### config.mk
export PLATFORM = sky130hd
export DESIGN_NAME = cacheline_mem_arbiter
export DESIGN_NICKNAME = d
export VERILOG_FILES = /design/src/rtl/cacheline_mem_arbiter.sv
export SDC_FILE = /design/constraint.sdc
export NUM_CORES = 1
export LEC_CHECK = 0
export BUFFER_PORTS_ARGS = -buffer_cell sky130_fd_sc_hd__buf_4
export CAP_MARGIN = 20
export CORE_AREA = 5 5 385 387
export DETAILED_ROUTE_END_ITERATION = 10
export DIE_AREA = 0 0 390 392
export GPL_TIMING_DRIVEN = 0
export SLEW_MARGIN = 20
export SYNTH_ARGS = -nofsm -noshare
export SYNTH_HDL_FRONTEND = slang
export SYNTH_SLANG_ARGS = --single-unit
### constraint.sdc
create_clock -name clk -period 2.6 [get_ports clk]
set_input_delay 0 -clock clk [delete_from_list [all_inputs] [get_ports clk]]
set_output_delay 0 -clock clk [all_outputs]
set_load 0.01 [all_outputs]
### src/rtl/cacheline_mem_arbiter.sv
// Shares one burst memory port between I-cache and D-cache.
// Lines move as BURST_LEN beats of BEAT_WIDTH bits, round-robin grant.
module cacheline_mem_arbiter #(
  parameter int BEAT_WIDTH = 64,
  parameter int BURST_LEN  = 4,
  parameter int LINE_WIDTH = 256
) (
  input  logic                  clk,
  input  logic                  rst,
  input  logic                  i_read,
  input  logic [31:0]           i_address,
  output logic [LINE_WIDTH-1:0] i_rdata,
  output logic                  i_resp,
  input  logic                  d_read,
  input  logic                  d_write,
  input  logic [31:0]           d_address,
  input  logic [LINE_WIDTH-1:0] d_wdata,
  output logic [LINE_WIDTH-1:0] d_rdata,
  output logic                  d_resp,
  output logic                  pmem_read,
  output logic                  pmem_write,
  output logic [31:0]           pmem_address,
  output logic [BEAT_WIDTH-1:0] pmem_wdata,
  input  logic [BEAT_WIDTH-1:0] pmem_rdata,
  input  logic                  pmem_resp
);

  localparam int CW  = (BURST_LEN > 1) ? $clog2(BURST_LEN) : 1;
  localparam int OFF = $clog2(LINE_WIDTH / 8);
  localparam int LW  = $clog2(LINE_WIDTH);
  localparam int BSH = $clog2(BEAT_WIDTH);
  localparam logic [CW-1:0] LAST = CW'(BURST_LEN - 1);

  typedef enum logic [2:0] {
    S_IDLE,
    S_I_RD,
    S_D_RD,
    S_D_WR,
    S_RESP
  } state_t;

  state_t                r_state;
  logic [CW-1:0]         r_cnt;
  logic                  r_last_d;
  logic [31:0]           r_addr;
  logic [LINE_WIDTH-1:0] r_wdata;
  logic [LINE_WIDTH-1:0] r_i_rdata;
  logic [LINE_WIDTH-1:0] r_d_rdata;
  logic                  r_i_resp;
  logic                  r_d_resp;
  logic                  r_rd;
  logic                  r_wr;

  logic                  w_i_req;
  logic                  w_d_req;
  logic                  w_grant_d;
  logic                  w_last;
  logic [31:0]           w_line_addr;
  logic [LW-1:0]         w_base;
  logic                  w_unused;

  assign w_i_req   = i_read;
  assign w_d_req   = d_read | d_write;
  // D wins a tie unless it was the last side served
  assign w_grant_d = w_d_req & (~w_i_req | ~r_last_d);
  assign w_last    = pmem_resp & (r_cnt == LAST);
  assign w_base    = LW'({r_cnt, {BSH{1'b0}}});

  assign w_line_addr = {
    (w_grant_d ? d_address[31:OFF] : i_address[31:OFF]),
    {OFF{1'b0}}
  };

  // Byte offset inside a line is irrelevant to a line transfer
  assign w_unused = ^{i_address[OFF-1:0], d_address[OFF-1:0]};

  assign i_rdata      = r_i_rdata;
  assign d_rdata      = r_d_rdata;
  assign i_resp       = r_i_resp;
  assign d_resp       = r_d_resp;
  assign pmem_read    = r_rd;
  assign pmem_write   = r_wr;
  assign pmem_address = r_addr;
  assign pmem_wdata   = r_wdata[w_base +: BEAT_WIDTH];

  // Grant, burst sequencing, beat capture and the resp pulse
  always_ff @(posedge clk or negedge rst) begin
    if (!rst) begin
      r_state   <= S_IDLE;
      r_cnt     <= '0;
      r_last_d  <= 1'b0;
      r_addr    <= '0;
      r_wdata   <= '0;
      r_i_rdata <= '0;
      r_d_rdata <= '0;
      r_i_resp  <= 1'b0;
      r_d_resp  <= 1'b0;
      r_rd      <= 1'b0;
      r_wr      <= 1'b0;
    end else begin
      unique case (r_state)
        S_IDLE: begin
          if (w_i_req || w_d_req) begin
            r_addr   <= w_line_addr;
            r_cnt    <= '0;
            r_last_d <= w_grant_d;
            if (w_grant_d && d_write) begin
              r_wdata <= d_wdata;
              r_wr    <= 1'b1;
              r_state <= S_D_WR;
            end else begin
              r_rd    <= 1'b1;
              r_state <= w_grant_d ? S_D_RD : S_I_RD;
            end
          end
        end
        S_I_RD, S_D_RD: begin
          if (pmem_resp) begin
            if (r_state == S_I_RD)
              r_i_rdata[w_base +: BEAT_WIDTH] <= pmem_rdata;
            else
              r_d_rdata[w_base +: BEAT_WIDTH] <= pmem_rdata;
            r_cnt <= r_cnt + 1'b1;
            if (w_last) begin
              r_rd    <= 1'b0;
              r_state <= S_RESP;
              if (r_state == S_I_RD)
                r_i_resp <= 1'b1;
              else
                r_d_resp <= 1'b1;
            end
          end
        end
        S_D_WR: begin
          if (pmem_resp) begin
            r_cnt <= r_cnt + 1'b1;
            if (w_last) begin
              r_wr     <= 1'b0;
              r_d_resp <= 1'b1;
              r_state  <= S_RESP;
            end
          end
        end
        S_RESP: begin
          r_i_resp <= 1'b0;
          r_d_resp <= 1'b0;
          r_state  <= S_IDLE;
        end
        default: r_state <= S_IDLE;
      endcase
    end
  end

  // Read and write together from the D-cache is a protocol error
  always_ff @(posedge clk) begin
    if (rst) begin
      assert (!(d_read && d_write));
    end
  end

endmodule
==> flow_summary.toml, run 1 <==
[outcome]
status = "finished clean"

[setup_path]
cp.arrival_ps = 3040
endpoint_kind = "flop"
critPathMaxFanout = 10
crit_path_start_kind = "flop"
critical_path_required_ps = 3180
worst-setup-path-type = "reg2reg"

[drt]
initialDrtViolationCount = 1980
vias = 28383
drc = 0
drt.antenna.violating_nets = 0
average_wire_length_per_cell_after_detail_routing_um = 26.55
dr.pass1.iters = 5
route.final.wire_length_um = 166100
via_cell_ratio = 4.538

[logic_synthesis]
synth_area_um2 = 32850
synth-async-reset-ratio = 1.000
yosys_warnings = 0
ys_ff_latch = 805
synth_seq_area_share = 0.6132
yosys.cell_types.count = 38
number_of_synthesized_flops_with_an_enable_pin = 0
synth_flop_cell = "sky130_fd_sc_hd__dfrtp_1"
syn_inst = 2750
synth_area_per_cell_um2 = 11.95

[pwr]
p_leak_nw = 24.24
cellPowerDensity_nw_per_um2 = 1205
power.ir.vdd_worst_mv = 0.9318

[clock_tree]
htreeDepth = 3
tritoncts = "built"
clock_path_buffers = 3
cts_num_sinks = 805
clkLatencyLatePin_ps = 720
clk_transition_reported_paths_ps = 70
numCtsBuffers = 94
ctsRootBufferMaster = "sky130_fd_sc_hd__clkbuf_16"

[placed_design]
placed_cells = 5666
postPlaceCellArea_um2 = 42950
portBuffers = 985
gpl.final_weighted_congestion = 0.9113
place.detailed.hpwl_um = 125600

[finish]
final_cell_mix = "sky130_fd_sc_hd__buf_4, sky130_fd_sc_hd__dfrtp_1, sky130_fd_sc_hd__nand2_1, sky130_fd_sc_hd__o21ai_0, sky130_fd_sc_hd__dlygate4sd3_1"
final_net_count = 4645
fillers = 14170
area.growth.synth_to_final_pct = 54.30
final_common_cell = "sky130_fd_sc_hd__buf_4"
postLayoutCellArea_um2 = 50690
fin_util = 0.3508
post_route_cells_drive_above_1_share = 0.3754
stdcell_count = 6255

[timing]
timing.final.setup_violations = 0
relSlewSlack = 0.4216
timing_worst_slew_pin_value_ps = 867.6
final_clock_period_utilization_by_the_worst_path = 0.9458
rsz0062_at_grt = "no"
final.min_clock_period_ps = 2459
fin_worst_skew_ps = 35.61
fin_worst_hold_slack_ps = 80.16
hold_violations = 0
drv_slew = 0
fmax_mhz = 406.7

[grt]
maximum_number_of_pins_on_one_net_before_global_route_repair = 136
grt_pass1_vias = 29649
wire_length_of_the_first_global_routing_pass_um = 228600
grt_antenna_before_repair = 15
global_route.usage.total = 0.2084
overflow = 0

[die]
ioPinCount = 1002
initial_core_util = 0.2273
fp.dieW_um = 390
core-area_um2 = 144500
fp.dieArea_um2 = 152900
num_rows = 140
die_y_um = 392

[hold_path]
min_path_type = "in2reg"

[flow_run]
max_cap_viol_count = 0
==> worst max-delay path: stages, from the launching register on <==
cell                       delay, ps
sky130_fd_sc_hd__dfrtp_2         460
sky130_fd_sc_hd__ha_1            270
sky130_fd_sc_hd__nand2_1         190
sky130_fd_sc_hd__or3b_2          570
sky130_fd_sc_hd__clkbuf_2        280
sky130_fd_sc_hd__clkbuf_1        320
sky130_fd_sc_hd__nand2_1         150
sky130_fd_sc_hd__o21ai_0         100
==> state kept, by name, summed over array words and instances, names as in the netlist <==
signal,count
d_rdata,256
d_resp,1
i_rdata,256
i_resp,1
pmem_address,27
pmem_read,1
pmem_write,1
r_cnt,2
r_last_d,1
r_state,3
r_wdata,256
==> Yosys cell counts, types with 5 or more instances <==
cell,count,area (µm²)
sky130_fd_sc_hd__dfrtp_1,805,20140
sky130_fd_sc_hd__nand2_1,777,2917
sky130_fd_sc_hd__o21ai_0,518,2592
sky130_fd_sc_hd__mux2_4,229,3438
sky130_fd_sc_hd__clkbuf_1,150,563.0
sky130_fd_sc_hd__mux4_2,64,1441
sky130_fd_sc_hd__nor2_1,33,123.9
sky130_fd_sc_hd__a21oi_1,31,155.2
sky130_fd_sc_hd__mux2_2,27,304.0
sky130_fd_sc_hd__mux2i_1,27,270.3
sky130_fd_sc_hd__buf_12,22,440.4
sky130_fd_sc_hd__buf_2,14,70.07
sky130_fd_sc_hd__buf_4,5,37.54
sky130_fd_sc_hd__buf_6,5,56.30
sky130_fd_sc_hd__ha_1,5,62.56
==> final timing paths <==
check / startpoint / endpoint / slack, ps / depth (start not counted)
max in group asynchronous: rst / d_rdata[37] / 280 / 5
worst max register to register: r_cnt[1] / d_rdata[252] / 140 / 7
worst max-delay path: r_cnt[1] / d_rdata[252] / 140 / 7
min in group asynchronous: rst / r_wdata[106] / 470 / 3
worst min-delay path: d_wdata[178] / r_wdata[178] / 80 / 3
worst min register to register: i_rdata[67] / i_rdata[67] / 480 / 2
==> kinds of logic (layout without fill, tap and decap cells) <==
| logic type | count (synthesis) | after routing | share of synthesized area |
|---|---|---|---|
| and+or+nand+nor | 830 | 830 | 0.09651 |
| DFF | 805 | 805 | 0.6132 |
| AOI/OAI and AO/OA | 558 | 558 | 0.08577 |
| muxes | 347 | 347 | 0.1660 |
| buffers and inverters | 204 | 1776 | 0.03649 |
| adders and majority gates | 5 | 5 | 0.001904 |
| other | 1 | 17 | 0.0001142 |
==> metal layers <==
layer  global-route usage  wire (µm)  up-vias
li1                     -          -    12353
met1               0.2405      61820    14393
met2               0.3510      80360     1345
met3              0.07962      16690      292
met4              0.07872       7219        0
met5                    0          0        -
==> repair_timing <==
action,CTS,global route
endpoints found under the setup margin,576,420
hold buffers,397,0
setup buffers,5,2
gates cloned,0,2
endpoints found under the hold margin,1132,0
resized for setup,108,52
pin swaps,1,0
==> per-stage QoR <==
step | worst slack [ps] | power, mW | setup TNS, ps
after floorplan | 387.0 | 31.77 | 0
after global placement | -8276 | 45.46 | -7490830
after detailed placement | -1867 | 45.87 | -652930
after CTS | 6.195 | 61.46 | 0
after global routing | 1.976 | 64.08 | 0
final | 141.0 | 61.09 | 0
==> final cells by class <==
cell class	instances	area (µm²)	share of cell area
antenna	12	30.03	0.0005924
tap	1917	2399	0.04732
clock inverter	42	564.3	0.01113
timing repair buffer	1401	11750	0.2318
sequential	805	20150	0.3974
multi-input combinational	1745	11550	0.2278
buffer	199	1465	0.02890
clock buffer	130	2769	0.05462
inverter	4	18.77	0.0003703
==> where the power goes <==
| group | switching [mW] | leakage (nW) | total, mW | internal (mW) |
|---|---|---|---|---|
| sequential | 3.25 | 10.5 | 20.8 | 17.6 |
| clock | 5.98 | 1.63 | 14.3 | 8.33 |
| combinational | 13.5 | 12.1 | 25.9 | 12.4 |
No activity file was read; power rests on OpenSTA's default activity.
==> run 2, diff against run 1 <==
BUFFER_PORTS_ARGS = -buffer_cell sky130_fd_sc_hd__buf_2   (was -buffer_cell sky130_fd_sc_hd__buf_4)
==> run 2 against run 1 <==
Net effect:
- critical path type is now reg2out
- core utilization shrank 2.0 points
- first-iteration DRC count up 7.5%
- final cell count about the same
- clock power fell by 4%
- clock skew shrank 0.71 ps
- non-clock buffer count fell by 15
- fmax fell by 2.2%
- via count is 0.50% higher
- largest cell class unchanged
- largest power group unchanged
- worst setup slack worse by 54 ps
- sequential power is essentially flat
==> flow_summary.toml, run 2 (same netlist as run 1, synthesis figures left out) <==
[outcome]
status = "finished clean"

[clock_tree]
clk_transition_reported_paths_ps = 60
clock_path_buffers = 3
ctsRootBufferMaster = "sky130_fd_sc_hd__clkbuf_16"
cts_num_sinks = 805
tritoncts = "built"
numCtsBuffers = 95
clkLatencyLatePin_ps = 700
htreeDepth = 3

[timing]
relSlewSlack = 0.4660
rsz0062_at_grt = "yes"
fin_worst_skew_ps = 34.90
hold_violations = 0
postLayoutSetupSlackWorst_ps = 86.66
timing.final.setup_violations = 0
fmax_mhz = 397.9
drv_slew = 0
final.min_clock_period_ps = 2513
final_clock_period_utilization_by_the_worst_path = 0.9667
timing_worst_slew_pin_value_ps = 801.0

[die]
fp.dieW_um = 390
num_rows = 140
initial_core_util = 0.2273
ioPinCount = 1002
core-area_um2 = 144500
fp.dieArea_um2 = 152900
die_y_um = 392

[placed_design]
dp_worst_setup_slack_ps = -1425
place.detailed.hpwl_um = 124900
portBuffers = 985
gpl.final_weighted_congestion = 0.9146

[grt]
maximum_number_of_pins_on_one_net_before_global_route_repair = 135
grt_pass1_vias = 29614
overflow = 0
wire_length_of_the_first_global_routing_pass_um = 227000
global_route.usage.total = 0.2064
grt_antenna_before_repair = 25

[finish]
post_route_cells_drive_above_1_share = 0.3713
final_net_count = 4631
area.growth.synth_to_final_pct = 45.70
final_cell_mix = "sky130_fd_sc_hd__buf_2, sky130_fd_sc_hd__dfrtp_1, sky130_fd_sc_hd__nand2_1, sky130_fd_sc_hd__o21ai_0, sky130_fd_sc_hd__dlygate4sd3_1"
fin_util = 0.3312
fillers = 14476
final_common_cell = "sky130_fd_sc_hd__buf_2"

[drt]
drc = 0
wl_met1_um = 61790
initialDrtViolationCount = 2129
via_cell_ratio = 4.563
vias = 28526
wl_met2_um = 78480
average_wire_length_per_cell_after_detail_routing_um = 26.33
dr.pass1.iters = 5
highest-signal-layer = "met5"
drt.antenna.violating_nets = 0
dr_wl_met3_um = 16480
route.final.wire_length_um = 164600

[setup_path]
cp.arrival_ps = 2510
crit_path_start_kind = "flop"
slowest_stage = "sky130_fd_sc_hd__mux4_2"
critPathMaxFanout = 10
critical_path_required_ps = 2600
critical_path.max_stage_delay_ps = 590
endpoint_kind = "output port"
worst-setup-path-type = "reg2out"
cp_cell_sequence = "clkbuf_4 -> buf_12 -> buf_4 -> mux4_2 -> buf_2"
rr_worst_depth = 7

[flow_run]
max_cap_viol_count = 0

[pwr]
total_power_mw = 57.93
power.ir.vdd_worst_mv = 0.7430
cellPowerDensity_nw_per_um2 = 1210
p_leak_nw = 23.67

[hold_path]
min_path_type = "in2reg"
timing.hold.worst_path_depth = 3
==> run 2: changes by cell type in the layout (fill, tap and decap cells not counted), moves of 11 or more <==
cell,previous run,this run
sky130_fd_sc_hd__buf_2,10,998
sky130_fd_sc_hd__buf_4,1001,15
sky130_fd_sc_hd__clkbuf_1,79,98
sky130_fd_sc_hd__dlygate4sd3_1,397,384
sky130_fd_sc_hd__clkbuf_8,31,20
sky130_fd_sc_hd__diode_2,12,23
==> run 2: routing by layer <==
| layer | up-vias | track usage |
|---|---|---|
| met2 | 1397 | 0.3411 |
| met5 | - | 0 |
| met3 | 322 | 0.07540 |
| met4 | 8 | 0.08933 |
| li1 | 12349 | - |
| met1 | 14450 | 0.2414 |
==> run 2: final timing paths <==
kind                                   to  slack, ps          from
min in group asynchronous     r_wdata[42]        490           rst
min reg2reg                  d_rdata[191]        470  d_rdata[191]
min                           r_wdata[49]         90   d_wdata[49]
max reg2reg                   d_rdata[49]        120      r_cnt[0]
max in group asynchronous     i_rdata[99]        280           rst
max                        pmem_wdata[36]         90      r_cnt[0]
==> run 2: final cells by class <==
cell class	instances	area, µm²	share of cell area
repair buffers	1386	9121	0.1906
flip-flops and latches	805	20150	0.4209
clock buffers	136	2711	0.05664
multi-input cells	1745	11550	0.2412
inverters	4	18.77	0.0003921
plain buffers	199	1426	0.02980
diodes	23	57.56	0.001202
clock inverters	37	439.2	0.009175
well taps	1917	2399	0.05011
==> run 2: repair_timing <==
| item | CTS | global route |
|---|---|---|
| endpoints found under the hold margin | 1260 | 0 |
| pin swaps | 1 | 0 |
| hold buffers | 384 | 0 |
| resized for setup | 82 | 67 |
| setup endpoints to repair | 576 | 305 |
| gates cloned | 0 | 0 |
| buffers inserted | 1 | 4 |
==> run 2: through the flow <==
step,hold WS (ps),area (µm²),cells,setup TNS [ps]
2_1_floorplan,-295.6,32870,2754,0
3_3_place_gp,233.2,40190,5656,-
3_5_place_dp,61.62,40530,5668,-351630
4_1_cts,2.020,47700,6226,-189.7
5_1_grt,28.46,47840,6240,-445.7
6_report,87.70,47870,6252,0
==> run 2: where the power goes <==
group	leakage [nW]	switching (mW)	total, mW	internal, mW
clock	1.54	5.79	13.7	7.90
combinational	11.6	13.4	23.5	10.1
sequential	10.5	3.16	20.7	17.6
==> run 2: worst max-delay path: cells and delay by family (launching register included) <==
kind	cells	cell delay, ps
buffers and inverters	4	840
multiplexers	1	590
flip-flops	1	380
